--- src/rtl/multiple_xfer_seq.sv ---
`default_nettype none
// ============================================================================
// Module   : multiple_xfer_seq
// Purpose  : Execute-stage sequencer for LDM/STM/PUSH/POP. Latches the
//            register list, drives the external list counter, and issues one
//            data-memory transfer per listed register (lowest first), honouring
//            memory wait states. Finishes with a base-register writeback and
//            stalls the pipeline while busy.
// Ports    : clk/rst_n          clock, synchronous active-low reset
//            i_start..i_rn_val  request and operands from decode
//            o_lc_* / i_lc_*    list-counter stage interface
//            o_dm_* / i_dm_*    data-memory transfer interface
//            o_rf_*             register-file index/strobe/data
//            o_pc_load          pulse when r15 is loaded (branch flush)
//            o_busy / o_done    pipeline stall / end-of-operation pulse
// Revision : 1.0 - initial release
// ============================================================================
module multiple_xfer_seq #(
  parameter int ADDR_W = 32,
  parameter int LIST_W = 10
) (
  input  logic              clk,
  input  logic              rst_n,
  input  logic              i_start,
  input  logic [1:0]        i_mode,
  input  logic              i_is_load,
  input  logic [LIST_W-1:0] i_reg_list,
  input  logic [3:0]        i_base_idx,
  input  logic [ADDR_W-1:0] i_rn_val,
  output logic [LIST_W-1:0] o_lc_list,
  output logic [ADDR_W-1:0] o_lc_addr_in,
  output logic              o_lc_pulse,
  output logic [1:0]        o_lc_vector,
  output logic [ADDR_W-1:0] o_lc_bit_count,
  input  logic [LIST_W-1:0] i_lc_next_list,
  input  logic [ADDR_W-1:0] i_lc_dm_addr,
  input  logic [3:0]        i_lc_reg_addr,
  output logic              o_dm_req,
  output logic              o_dm_we,
  output logic [ADDR_W-1:0] o_dm_addr,
  input  logic              i_dm_ready,
  input  logic [ADDR_W-1:0] i_dm_rdata,
  output logic [3:0]        o_rf_addr,
  output logic              o_rf_we,
  output logic [ADDR_W-1:0] o_rf_wdata,
  output logic              o_pc_load,
  output logic              o_busy,
  output logic              o_done
);

  localparam logic [1:0] S_IDLE  = 2'd0;
  localparam logic [1:0] S_FIRST = 2'd1;
  localparam logic [1:0] S_XFER  = 2'd2;
  localparam logic [1:0] S_WB    = 2'd3;

  localparam logic [1:0] C_MODE_PUSH = 2'b10;
  localparam logic [1:0] C_MODE_LDM  = 2'b00;

  logic [1:0]        r_state;
  logic [LIST_W-1:0] r_list;
  logic [ADDR_W-1:0] r_addr;
  logic [1:0]        r_mode;
  logic              r_load;
  logic [3:0]        r_base;
  logic [ADDR_W-1:0] r_rn;
  logic [ADDR_W-1:0] r_count;
  logic              r_wb_en;
  logic              r_empty_done;

  logic [ADDR_W-1:0] w_count_in;
  logic              w_base_in_list;
  logic              w_push;
  logic              w_active;

  // Byte count of the transfer block: 4 * popcount(list).
  always_comb begin
    w_count_in = '0;
    for (int i = 0; i < LIST_W; i++) begin
      if (i_reg_list[i]) w_count_in = w_count_in + ADDR_W'(4);
    end
  end

  // List bit for Rn: r0-r7 map directly, r14 -> bit 8, r15 -> bit 9.
  always_comb begin
    w_base_in_list = 1'b0;
    if (i_base_idx < 4'd8)        w_base_in_list = i_reg_list[i_base_idx[2:0]];
    else if (i_base_idx == 4'd14) w_base_in_list = i_reg_list[8];
    else if (i_base_idx == 4'd15) w_base_in_list = i_reg_list[9];
  end

  always_ff @(posedge clk) begin
    if (!rst_n) begin
      r_state      <= S_IDLE;
      r_list       <= '0;
      r_addr       <= '0;
      r_mode       <= '0;
      r_load       <= 1'b0;
      r_base       <= '0;
      r_rn         <= '0;
      r_count      <= '0;
      r_wb_en      <= 1'b0;
      r_empty_done <= 1'b0;
    end else begin
      r_empty_done <= 1'b0;
      case (r_state)
        S_IDLE: begin
          if (i_start) begin
            r_list  <= i_reg_list;
            r_mode  <= i_mode;
            r_load  <= i_is_load;
            r_base  <= i_base_idx;
            r_rn    <= i_rn_val;
            r_count <= w_count_in;
            // LDM with Rn in the list leaves Rn holding the loaded value.
            r_wb_en <= !((i_mode == C_MODE_LDM) && i_is_load && w_base_in_list);
            if (i_reg_list != '0) r_state <= S_FIRST;
            else                  r_empty_done <= 1'b1;
          end
        end
        S_FIRST, S_XFER: begin
          if (i_dm_ready) begin
            r_list  <= i_lc_next_list;
            r_addr  <= i_lc_dm_addr;
            r_state <= (i_lc_next_list == '0) ? S_WB : S_XFER;
          end
        end
        S_WB:    r_state <= S_IDLE;
        default: r_state <= S_IDLE;
      endcase
    end
  end

  assign w_push   = (r_mode == C_MODE_PUSH);
  assign w_active = (r_state == S_FIRST) || (r_state == S_XFER);

  always_comb begin
    o_lc_list      = '0;
    o_lc_addr_in   = '0;
    o_lc_pulse     = 1'b0;
    o_lc_vector    = '0;
    o_lc_bit_count = '0;
    o_dm_req       = 1'b0;
    o_dm_we        = 1'b0;
    o_dm_addr      = '0;
    o_rf_addr      = '0;
    o_rf_we        = 1'b0;
    o_rf_wdata     = '0;
    o_pc_load      = 1'b0;
    o_busy         = 1'b0;
    o_done         = 1'b0;

    if (r_state == S_IDLE) begin
      o_done = r_empty_done;
    end else begin
      o_busy         = 1'b1;
      o_lc_list      = r_list;
      o_lc_vector    = r_mode;
      o_lc_bit_count = r_count;
    end

    if (w_active) begin
      o_dm_req  = 1'b1;
      o_dm_addr = i_lc_dm_addr;
      o_rf_addr = i_lc_reg_addr;
      o_dm_we   = !r_load;
      if (r_state == S_FIRST) begin
        // PUSH descends: the block starts count bytes below SP.
        o_lc_pulse   = 1'b1;
        o_lc_addr_in = w_push ? (r_rn - r_count) : r_rn;
      end else begin
        o_lc_addr_in = r_addr;
      end
      if (r_load && i_dm_ready) begin
        o_rf_we    = 1'b1;
        o_rf_wdata = i_dm_rdata;
        o_pc_load  = (i_lc_reg_addr == 4'd15);
      end
    end

    if (r_state == S_WB) begin
      o_done     = 1'b1;
      o_rf_addr  = r_base;
      o_rf_we    = r_wb_en;
      o_rf_wdata = w_push ? (r_rn - r_count) : (r_rn + r_count);
    end
  end

endmodule
`default_nettype wire

--- config.mk ---
export PLATFORM = sky130hd
export DESIGN_NAME = multiple_xfer_seq
export DESIGN_NICKNAME = d
export VERILOG_FILES = /design/src/rtl/multiple_xfer_seq.sv
export SDC_FILE = /design/constraint.sdc
export NUM_CORES = 1
export LEC_CHECK = 0
export ABC_AREA = 1
export BUFFER_PORTS_ARGS = -buffer_cell sky130_fd_sc_hd__buf_4
export CELL_PAD_IN_SITES_DETAIL_PLACEMENT = 1
export CELL_PAD_IN_SITES_GLOBAL_PLACEMENT = 2
export CORE_MARGIN = 5
export CORE_UTILIZATION = 28
export CTS_CLUSTER_SIZE = 16
export DETAILED_ROUTE_END_ITERATION = 7
export MAX_ROUTING_LAYER = met4
export PLACE_DENSITY_LB_ADDON = 0.08
export SLEW_MARGIN = 20
export SYNTH_ARGS = -nofsm -noshare
export SYNTH_HDL_FRONTEND = slang
export SYNTH_SLANG_ARGS = --single-unit
--- constraint.sdc ---
create_clock -name clk -period 10.4 [get_ports clk]
set_input_delay 1.56 -clock clk [delete_from_list [all_inputs] [get_ports clk]]
set_output_delay 1.56 -clock clk [all_outputs]
set_load 0.005 [all_outputs]
==> results.cfg <==
[status]
status = finished clean

[clock_network]
hold_buffers = 0
cts_tree = built
clk_pin_slew_ns = 0.07
cts_resized = 0
cts_buffers = 9
h-tree-depth = 3
clock_path_buffers = 2
clk_latency_ns = 0.36
clkSinkCount = 95
cts_root_buf = clkbuf_16
post_cts_buffers = 0

[timing]
fmax_mhz = 155
tns_ns = 0
rsz0062_at_grt = false
drv_slew = 0
final-hold-violation-count = 0
slew-limit-headroom = 0.257
worst_pin_slew_ns = 1.11
period_minus_slack_ns = 6.46
fin_skew_ns = 0.00732
finalSetupViolCount = 0
period_share = 0.621

[grt]
grt.overflow.total = 0
grt_first_pass_wirelength_um = 55900
antenna_found_initial = 1
grt_pass1_vias = 9848
grt_max_degree = 90
track_usage = 0.220

[setup_path]
crit_top_cell = nand2_1
slowest_stage = ha_1
slowest_delay_ns = 0.38
critPathMaxFanout = 4
cp.arrival_ns = 6.68
crit_path_start_kind = primary input
critPathRequiredTime_ns = 10.62
end_kind = flop
path_class = primary input to flop

[floorplanning]
core_um2 = 28800
num_rows = 62
dieArea_um2 = 32700
ios = 282
start_util = 0.284
die_x_um = 181
fp.dieH_um = 181

[power]
ir_worst_vdd_mv = 0.123
power.total_mw = 2.47
seqPwrFrac = 0.233
p_int_mw = 1.20
p_leak_nw = 5.45
p_sw_mw = 1.27
combPwrFrac = 0.622
cellPowerDensity_nw_per_um2 = 233
swShare = 0.513
p_clk_frac = 0.145

[drt]
ant_nets = 0
drt-initial-drc-count = 414
drc = 0
vias = 9531
finalWirelength_um = 35700
routed_via_density = 4.86
drt-pass1-iter-count = 5
routedWlPerCell_um = 18.2

[final_layout]
layout_common_cells = buf_4, nand2_1, nor2_1, inv_1, o21ai_0
layout.nets = 1738
area_delta_synth_final_pct = 30.0
layout_commonest_cell = buf_4
n_fill_cell = 3867
post-route-util = 0.369
drive_gt1_frac = 0.225

[yosys]
async_flop_share = 0
synth.distinct_cells = 51
syn_inst = 1364
yosysWarnings = 0
yosysSeqAreaShare = 0.233
synth_ff_type = dfxtp_1
syn-cell-area_um2 = 8170
synth-seq-cells = 95
avgSynthCellArea_um2 = 5.99
synth_edf_count = 0

[min_path]
hold_path.class = flop to flop

[job]
max_cap_viol_count = 0

[place]
gp_congestion = 0.858
dp_hpwl_um = 28000
place.port_buffers = 259
## final timing paths
| path | from | slack, ns | depth (start not counted) | end |
|---|---|---|---|---|
| max reg2reg | r_state[0] | 7.07 | 7 | r_count[6] |
| min reg2reg | r_addr[5] | 0.48 | 2 | r_addr[5] |
| max | i_reg_list[0] | 3.94 | 31 | r_count[6] |
| min | r_addr[5] | 0.48 | 2 | r_addr[5] |
## power by group through the flow
| stage | Clock [mW] | Combinational (mW) | Sequential (mW) |
|---|---|---|---|
| 6_report | 0.359 | 1.53 | 0.575 |
| 5_1_grt | 0.385 | 1.74 | 0.593 |
| 4_1_cts | 0.375 | 1.56 | 0.575 |
| 3_5_place_dp | 0 | 1.56 | 0.584 |
| 3_3_place_gp | 0 | 1.54 | 0.579 |
| 2_1_floorplan | 0 | 0.921 | 0.542 |
## logic make-up (layout without fill, tap and decap cells)
logic type / count (synthesis) / in the layout / share of synthesized area
and+or+nand+nor: 577 / 577 / 0.318
AOI/OAI and AO/OA: 371 / 371 / 0.245
buffers and inverters: 276 / 468 / 0.139
DFF: 95 / 95 / 0.233
adders and majority gates: 35 / 35 / 0.0555
xor gates and xnor gates: 9 / 9 / 0.00965
other: 1 / 23 / 0.000459
## cell type report
class / instances / area [um2] / area share
Multi-Input combinational cell: 1014 / 5220 / 0.492
Timing Repair Buffer: 268 / 2010 / 0.190
Sequential cell: 95 / 1900 / 0.179
Inverter: 184 / 693 / 0.0653
Tap cell: 384 / 480 / 0.0453
Clock buffer: 9 / 225 / 0.0212
Clock inverter: 7 / 81.3 / 0.00766
Antenna cell: 1 / 2.50 / 0.000236
## flip-flops by register name, summed over array words and instances (netlist names)
signal        count
r_addr           32
r_rn             32
r_count          10
r_list           10
r_base            4
r_mode            2
r_state           2
r_empty_done      1
r_load            1
r_wb_en           1
## cell usage after synthesis (18+ instances only)
cell type | number | area share
a21oi_1 | 140 | 0.086
nand2_1 | 247 | 0.11
clkbuf_1 | 65 | 0.030
dfxtp_1 | 95 | 0.23
inv_1 | 173 | 0.080
o21ai_0 | 171 | 0.10
nand2_2 | 18 | 0.014
buf_4 | 22 | 0.020
nor2_1 | 182 | 0.084
ha_1 | 33 | 0.051
nand3_1 | 53 | 0.032
nor3_1 | 19 | 0.012
## routing by layer
metal | vias to the layer above | part of all wire | track usage
met5 | - | 0 | -
met4 | 0 | 0.013 | 0.0414
met3 | 20 | 0.046 | 0.0328
met2 | 231 | 0.44 | 0.340
met1 | 4479 | 0.50 | 0.307
li1 | 4801 | - | -
## per-stage QoR
step	hold WS, ns	worst slack, ns	std cells	area [um2]
floorplan	0.445	4.16	1385	8250
CTS	0.487	3.96	1961	10600
global placement	0.458	3.75	1945	10300
finish	0.482	3.94	1962	10600
global route	0.505	3.59	1962	10600
detailed placement	0.467	3.58	1945	10300
## worst max-delay path: cells and delay by family
family / cells / cell delay, ns
buffers and inverters: 5 / 0.40
AND/OR/NAND/NOR: 17 / 2.43
adder cells (fa/ha/maj): 7 / 2.09
AO/OA/AOI/OAI: 2 / 0.20
Note: power is estimated with default switching activity, not from simulation.
